--- src/rtl/ibex_pkg.sv ---
// Shared types for the instruction aligner: halfword FIFO entry and capacity constants.
package ibex_pkg;

    typedef struct packed {
        logic [15:0] data;
        logic        err;
    } hw_entry_t;

    localparam int unsigned HwEntryW     = $bits(hw_entry_t);
    localparam int unsigned AlignerMaxHw = 8;
    localparam int unsigned AlignerCntW  = 4;

endpackage

--- src/rtl/ibex_instr_aligner_fifo.sv ---
// Halfword FIFO with head at slot 0; accepts 0/1/2 pushes and 0/1/2 pops per cycle.
module ibex_instr_aligner_fifo
    import ibex_pkg::*;
#(
    parameter int unsigned Depth = 2
) (
    input  logic                   clk_i,
    input  logic                   rst_ni,
    input  logic                   clear_i,
    input  logic [1:0]             push_cnt_i,
    input  logic [HwEntryW-1:0]    push_lo_i,
    input  logic [HwEntryW-1:0]    push_hi_i,
    input  logic [1:0]             pop_cnt_i,
    output logic [HwEntryW-1:0]    head_o,
    output logic [HwEntryW-1:0]    next_o,
    output logic [AlignerCntW-1:0] count_o
);

    localparam int unsigned NumHw = 2 * Depth;

    hw_entry_t              mem_q [NumHw];
    hw_entry_t              mem_d [NumHw];
    logic [AlignerCntW-1:0] count_q, count_d;

    // Shift out popped entries, then write new ones just past the surviving data.
    always_comb begin
        mem_d = mem_q;
        for (int i = 0; i < NumHw; i++) begin
            for (int p = 1; p <= 2; p++) begin
                if ((int'(pop_cnt_i) == p) && (i + p < NumHw)) begin
                    mem_d[i] = mem_q[i+p];
                end
            end
            if ((push_cnt_i != 2'd0) && (i == int'(count_q) - int'(pop_cnt_i))) begin
                mem_d[i] = hw_entry_t'(push_lo_i);
            end
            if ((push_cnt_i == 2'd2) && (i == int'(count_q) - int'(pop_cnt_i) + 1)) begin
                mem_d[i] = hw_entry_t'(push_hi_i);
            end
        end
        if (clear_i) begin
            count_d = '0;
        end else begin
            count_d = count_q + {2'b00, push_cnt_i} - {2'b00, pop_cnt_i};
        end
    end

    always_ff @(posedge clk_i) begin
        mem_q <= mem_d;
    end

    always_ff @(posedge clk_i or negedge rst_ni) begin
        if (!rst_ni) begin
            count_q <= '0;
        end else begin
            count_q <= count_d;
        end
    end

    assign head_o  = mem_q[0];
    assign next_o  = mem_q[1];
    assign count_o = count_q;

endmodule

--- src/rtl/ibex_instr_aligner.sv ---
// Realigns word fetches into 16/32-bit instructions with their addresses.
// Define IBEX_ALIGNER_FETCH_ERR_EN to carry fetch bus errors through to out_err_o.
module ibex_instr_aligner
    import ibex_pkg::*;
#(
    parameter int unsigned Depth     = 2,
    parameter bit          CHERIoTEn = 1'b1
) (
    input  logic        clk_i,
    input  logic        rst_ni,
    input  logic        flush_i,
    input  logic [31:0] flush_addr_i,
    input  logic        in_valid_i,
    output logic        in_ready_o,
    input  logic [31:0] in_rdata_i,
    input  logic        in_err_i,
    output logic        out_valid_o,
    input  logic        out_ready_i,
    output logic [31:0] out_instr_o,
    output logic        out_is_compressed_o,
    output logic        out_err_o,
    output logic [31:0] out_addr_o
);

    localparam int unsigned NumHw = 2 * Depth;
    localparam bit unused_cheriot = CHERIoTEn;

    logic [AlignerCntW-1:0] count;
    logic [HwEntryW-1:0]    head_raw, next_raw;
    hw_entry_t              head, next_hw, push_lo, push_hi;
    logic [1:0]             push_cnt, pop_cnt;
    logic                   skip_q, skip_d;
    logic [31:0]            addr_q, addr_d;
    logic                   push, pop, valid, err_in, err_any;
    logic                   head_present, next_present, uncomp;
    logic [15:0]            next_data;
    logic                   unused_sigs;

    assign head    = hw_entry_t'(head_raw);
    assign next_hw = hw_entry_t'(next_raw);

    assign in_ready_o   = count <= AlignerCntW'(NumHw - 2);
    assign push         = in_valid_i & in_ready_o & ~flush_i;
    assign head_present = count != '0;
    assign next_present = count >= AlignerCntW'(2);
    assign uncomp       = head.data[1:0] == 2'b11;
    assign next_data    = next_present ? next_hw.data : 16'h0000;

`ifdef IBEX_ALIGNER_FETCH_ERR_EN
    assign err_in  = in_err_i;
    // An errored head is released alone so the core can take the fetch fault.
    assign valid   = ~flush_i & head_present & (~uncomp | next_present | head.err);
    assign err_any = head.err | (uncomp & next_present & next_hw.err);
    assign unused_sigs = flush_addr_i[0];
`else
    assign err_in  = 1'b0;
    assign valid   = ~flush_i & head_present & (~uncomp | next_present);
    assign err_any = 1'b0;
    assign unused_sigs = ^{flush_addr_i[0], in_err_i, head.err, next_hw.err};
`endif

    always_comb begin
        push_lo  = '{data: in_rdata_i[15:0], err: err_in};
        push_hi  = '{data: in_rdata_i[31:16], err: err_in};
        push_cnt = 2'd0;
        if (push) begin
            if (skip_q) begin
                push_cnt = 2'd1;
                push_lo  = push_hi;
            end else begin
                push_cnt = 2'd2;
            end
        end
    end

    assign pop = valid & out_ready_i;

    always_comb begin
        pop_cnt = 2'd0;
        if (pop) begin
            pop_cnt = (uncomp & next_present) ? 2'd2 : 2'd1;
        end
    end

    always_comb begin
        addr_d = addr_q;
        skip_d = skip_q;
        if (flush_i) begin
            addr_d = {flush_addr_i[31:1], 1'b0};
            skip_d = flush_addr_i[1];
        end else begin
            if (pop) begin
                addr_d = addr_q + (uncomp ? 32'd4 : 32'd2);
            end
            if (push) begin
                skip_d = 1'b0;
            end
        end
    end

    always_ff @(posedge clk_i or negedge rst_ni) begin
        if (!rst_ni) begin
            addr_q <= '0;
            skip_q <= 1'b0;
        end else begin
            addr_q <= addr_d;
            skip_q <= skip_d;
        end
    end

    ibex_instr_aligner_fifo #(
        .Depth(Depth)
    ) u_fifo (
        .clk_i     (clk_i),
        .rst_ni    (rst_ni),
        .clear_i   (flush_i),
        .push_cnt_i(push_cnt),
        .push_lo_i (push_lo),
        .push_hi_i (push_hi),
        .pop_cnt_i (pop_cnt),
        .head_o    (head_raw),
        .next_o    (next_raw),
        .count_o   (count)
    );

    assign out_valid_o         = valid;
    assign out_instr_o         = !valid ? 32'h0 :
                                 uncomp ? {next_data, head.data} : {16'h0000, head.data};
    assign out_is_compressed_o = out_instr_o[1:0] != 2'b11;
    assign out_err_o           = valid & err_any;
    assign out_addr_o          = addr_q;

endmodule
--- config.mk ---
export PLATFORM = sky130hd
export DESIGN_NAME = ibex_instr_aligner
export DESIGN_NICKNAME = d
export VERILOG_FILES = /design/src/rtl/ibex_pkg.sv /design/src/rtl/ibex_instr_aligner_fifo.sv /design/src/rtl/ibex_instr_aligner.sv
export SDC_FILE = /design/constraint.sdc
export NUM_CORES = 1
export LEC_CHECK = 0
export CORE_AREA = 2 2 129 131
export DETAILED_ROUTE_END_ITERATION = 6
export DIE_AREA = 0 0 131 133
export DONT_BUFFER_PORTS = 1
export SYNTH_ARGS = -nofsm -noshare
export SYNTH_HDL_FRONTEND = slang
export SYNTH_HIERARCHICAL = 1
export SYNTH_SLANG_ARGS = --single-unit
--- constraint.sdc ---
create_clock -name clk_i -period 6 [get_ports clk_i]
set_clock_uncertainty 0.15 [all_clocks]
set_input_delay 1.2 -clock clk_i [delete_from_list [all_inputs] [get_ports clk_i]]
set_output_delay 1.2 -clock clk_i [all_outputs]
set_load 0.01 [all_outputs]
; ---- Word-level counts from Yosys, hierarchy flattened
; Cells that the tools add are included.
[word_totals]
inputBits = 70
register_bits = 104
[op_classes]
order_cmp = 2
n_reduce_logical = 20
muxes = 28
n_addsub = 5
bitwise = 9
n_eq_ne = 11
[ops]
columns = op, count
row1 = two-way mux 17 bit, 15
row2 = "== test 3 x 32 -> 1 bit, first input constant", 4
row3 = two-way mux 32 bit, 4
row4 = "== test 2 x 32 -> 1 bit, first input constant", 2
row5 = logical NOT 32 bit, 2
row6 = "adder 32 x 2 -> 32 bit, second input constant", 1
row7 = adder 32 x 3 -> 32 bit, 1
row8 = two-way mux 16 bit, 1
row9 = nonzero test 4 bit, 3
row10 = nonzero test 2 bit, 5
row11 = "== test 2 bit, second input constant", 4
row12 = logical AND 1 bit, 8
row13 = two-way mux 2 bit, 4
row14 = AND 1 bit, 6
row15 = nonzero test 3 bit, 2
row16 = subtractor 4 x 2 -> 5 bit, 1
row17 = adder 4 x 2 -> 4 bit, 1
row18 = "greater-or-equal comparator 4 x 2 -> 1 bit, second input constant", 1
row19 = "<= comparator 4 x 2 -> 1 bit, second input constant", 1
row20 = two-way mux 4 bit, 1
row21 = subtractor 4 x 2 -> 4 bit, 1
row22 = two-way mux 3 bit, 1
row23 = two-way mux 1 bit, 2
row24 = "inequality test 2 bit, second input constant", 1
row25 = other kinds (2), 3

; ---- Logic depth before layout (Yosys ltp)
[depth]
word_depth = 11
depth_mapped = 16
ltp_nobuf = 11

; ---- By module
; The synthesis kept the hierarchy.
[by_module_without_submodules]
columns = mod, cells_each, n_inst, area_each_um2, seq_area_each_um2
row1 = ibex_instr_aligner_fifo, 360, 1, 4538.1, 2142.1
row2 = ibex_instr_aligner, 285, 1, 2523.7, 800.8

; ---- Least setup slack after synthesis
; OpenSTA, ideal clock, no wires.
[synth_timing]
path_type = in2reg
from = input flush_i
to = register u_fifo.mem_q, in the netlist u_fifo/next_o[0], enable pin
slack_ps = 1130
required_ps = 5476
t_arrival_ps = 4346
stages = 13
setup_ps = 374
path_cell_list = buf_2 > a211o_1 > buf_6 > nor3_1 > inv_1 > ha_1 > nor2b_1 > or4_1 > buf_2 > a31oi_4 > nand2_1 > clkbuf_1 > nand2_1
[synth_via]
elab_chain_cells = 9
word_cells_on_any_way = 18
classes_between = add/sub: 2 / eq/ne: 5 / mux: 2 / bitwise: 5 / reduce/logical: 4
[synth_lines]
columns = item, line_no
row1 = "start, declared", ibex_instr_aligner.sv:11  ; input logic flush_i,
row2 = inverter 1 bit *, ibex_instr_aligner.sv:57  ; assign valid = ~flush_i & head_present & (~uncomp | next_present);
row3 = AND 1 bit * (2 in a row), ibex_instr_aligner.sv:57
row4 = AND 1 bit *, ibex_instr_aligner.sv:76  ; assign pop = valid & out_ready_i;
row5 = two-way mux 2 bit *, ibex_instr_aligner.sv:80  ; if (pop) begin
row6 = named net pop_cnt[1], ibex_instr_aligner.sv:31  ; logic [1:0] push_cnt, pop_cnt;
row7 = subtractor 4 x 2 -> 5 bit, "ibex_instr_aligner_fifo.sv:34, ibex_instr_aligner_fifo.sv:37"
row8 = adder 32 x 2 -> 32 bit / == test 2 x 32 -> 1 bit (equally long branches), "ibex_instr_aligner_fifo.sv:37, ibex_instr_aligner_fifo.sv:34"
row9 = == test 2 x 32 -> 1 bit / logical AND 1 bit (equally long branches), "ibex_instr_aligner_fifo.sv:37, ibex_instr_aligner_fifo.sv:34"
row10 = logical AND 1 bit / nonzero test 3 bit (equally long branches), -
row11 = "end signal, assigned", ibex_instr_aligner_fifo.sv:49  ; mem_q <= mem_d;
row12 = "end, declared", ibex_instr_aligner_fifo.sv:21  ; hw_entry_t mem_q [NumHw];
; The timed path passes the listed nets; every way through them passes the cells marked *.
; A chain may end at the register's enable or synchronous reset.

; ---- Worst setup path in the final report
[layout_timing]
from = input flush_i
to = register u_fifo.mem_q, in the netlist u_fifo/next_o[16], enable pin
[layout_via]
elab_chain_cells = 10
word_cells_on_any_way = 18
classes_between = add/sub: 2 / eq/ne: 5 / mux: 2 / bitwise: 5 / reduce/logical: 4
[layout_lines]
columns = item, line_no
row1 = inverter 1 bit *, ibex_instr_aligner.sv:57
row2 = AND 1 bit * (2 in a row), ibex_instr_aligner.sv:57
row3 = AND 1 bit *, ibex_instr_aligner.sv:76
row4 = two-way mux 2 bit *, ibex_instr_aligner.sv:80
row5 = named net pop_cnt[1], ibex_instr_aligner.sv:31
row6 = subtractor 4 x 2 -> 5 bit, "ibex_instr_aligner_fifo.sv:34, ibex_instr_aligner_fifo.sv:37"
row7 = adder 32 x 2 -> 32 bit, ibex_instr_aligner_fifo.sv:37  ; if ((push_cnt_i == 2'd2) && (i == int'(count_q) - int'(pop_cnt_i) + 1)) begin
row8 = == test 2 x 32 -> 1 bit, ibex_instr_aligner_fifo.sv:37
row9 = logical AND 1 bit, ibex_instr_aligner_fifo.sv:37
row10 = nonzero test 4 bit (no line) *, -
; Marked as above.

==> impl_metrics.csv <==
group,metric,value,unit
drt,wl_per_cell,21.1,um
drt,drt_iter0_drc,269,
placed_design,portBuffers,0,
clocking,clkTransAtPathRegs,70,ps
drt,drt_pre_antenna_iters,5,
layout,final_common_cell,"mux2_2",
timing,period_needed,4870,ps
worst_setup_path,cp.arrival,4770,ps
clocking,insertion_delay,350,ps
grt,grt_start_max_net_pins,79,
synth,synth_area,6840,um2
layout,fillerInstances,1519,
placed_design,hpwlAfterDp,11600,um
power_and_ir_drop,switching_share,37.4,%
hold_path,holdCritPathClass,"in2async",
timing,fin_setup_tns,0,ps
grt,antenna_found_initial,0,
power_and_ir_drop,p_leak,2.49,nW
timing,fmax,0.205,GHz
clocking,cts_hold_buf,0,
floorplanning,die_h,133,um
worst_setup_path,worst_setup_path_start_kind,"input port",
floorplanning,initial_core_util,42.3,%
power_and_ir_drop,clkPwrFrac,23.4,%
layout,nNetsFinal,667,
drt,viasPerCell,5.85,
floorplanning,core,16200,um2
floorplanning,rows,47,
power_and_ir_drop,power,0.00251,W
clocking,clkSinkCount,100,
outcome,outcome,"finished, final reports clean",
clocking,clockBufferDepth,2,
floorplanning,ios,138,
worst_setup_path,crit_path_end_kind,"flop",
grt,overflow,0,
layout,diodes,0,
timing,setup_viol,0,
synth,synth_area_per_cell,10.9,um2
clocking,post-cts-setup-buffer-count,0,
placed_design,gp_congestion,0.841,
timing,max-slew-margin-rel,21.9,%
drt,via_count,4728,
job,max_cap_violations,0,
power_and_ir_drop,max-vdd-ir-drop,0.198,mV
clocking,cts_tree,"built",
worst_setup_path,path_class,"in2reg",
drt,antenna_left,0,
floorplanning,die-area,17400,um2
worst_setup_path,rr_worst_depth,13,
drt,drc,0,
power_and_ir_drop,p_switching,0.000940,W
timing,rsz0062_at_grt,"no",
power_and_ir_drop,p_int,0.00157,W
worst_setup_path,required,5890,ps
grt,grt_pass1_vias,4632,
timing,fin_crit_sh,81.2,%
grt,grt_usage,19.1,%
power_and_ir_drop,combPwrFrac,35.9,%
synth,ys.warnings.count,6,
clocking,htree_levels,3,
layout,mostFrequentLayoutCells,"71 x mux2_2, 64 x edfxtp_1, 55 x nand2_1",
worst_setup_path,rrSetupSlack,1210,ps
timing,slew_viol_final,0,
clocking,cts_made_buffers,9,
power_and_ir_drop,seqPwrFrac,40.6,%
timing,final_hold_viol_count,0,
clocking,ctsResizeCount,0,
floorplanning,die_w,131,um
worst_setup_path,cp_max_fo,78,
timing,worstMarginPinSlew,1170,ps
clocking,cts_root_buf,"clkbuf_16",
power_and_ir_drop,powerDensity,355,nW/um2
drt,wirelength,17100,um
layout,drive_gt1_share,22.1,%
grt,grt_pass1_wl,25500,um
synth,syn_inst,629,
layout,areaGrowthSynthToFinish,3.68,%
-- flip-flops by register name, indices dropped and copies added, names as in the netlist --
| name | count |
|---|---|
| u_fifo/mem_q | 32 |
| out_addr_o | 31 |
| u_fifo/head_o | 16 |
| u_fifo/next_o | 16 |
| u_fifo/count_o | 4 |
| skip_q | 1 |
-- through the flow --
step	setup slack, ps	utilization, %	hold slack (ps)	instances	cell area [um2]
detailed placement	803	42.0	422	792	6800
global placement	834	42.0	404	792	6800
finish	1130	43.8	393	808	7090
floorplan	1190	-	385	630	6840
global route	946	43.8	366	808	7090
CTS	1150	43.8	377	808	7090
-- metal layers --
metal / global-route usage (%) / wire length (um)
met5: 0 / 0
met4: 7.27 / 235
met3: 4.89 / 1570
met2: 30.7 / 8080
met1: 24.6 / 7180
-- final cells by class --
cell class	count	area, um2	share of cell area (%)
clock buffers	11	233	3.28
multi-input cells	443	3560	50.2
inverters	20	75.1	1.06
repair buffers	9	67.6	0.953
clock inverters	5	60.1	0.847
flip-flops and latches	100	2820	39.8
well taps	220	275	3.88
-- power groups by stage --
| stage | combinational, W | clock, W | sequential [W] |
|---|---|---|---|
| after floorplan | 0.000754 | 0 | 0.00100 |
| after global placement | 0.000874 | 0 | 0.00103 |
| after detailed placement | 0.000896 | 0 | 0.00103 |
| after CTS | 0.000901 | 0.000605 | 0.00102 |
| after global routing | 0.000977 | 0.000636 | 0.00104 |
| final | 0.000904 | 0.000589 | 0.00102 |
-- worst max-delay path, stage by stage --
cell     delay (ps)
a211o_1         400
nor3_1          470
inv_1           210
ha_1            320
nor2b_1         160
or4_1           590
a31oi_4         260
buf_4           320
nand2_1         120
nand2_1         400
buf_4           300
-- worst paths after layout --
kind,from,to
min reg2reg,skip_q$_DFFE_PN0P_,skip_q$_DFFE_PN0P_
min,rst_ni,out_addr_o[10]$_DFFE_PN0P_
max in group asynchronous,rst_ni,out_addr_o[19]$_DFFE_PN0P_
max reg2reg,u_fifo/count_o[1]$_DFF_PN0_,u_fifo/next_o[16]$_DFFE_PP_
min in group clk_i,skip_q$_DFFE_PN0P_,skip_q$_DFFE_PN0P_
max,flush_i,u_fifo/next_o[16]$_DFFE_PP_
Power figures use the tool's default switching activity.
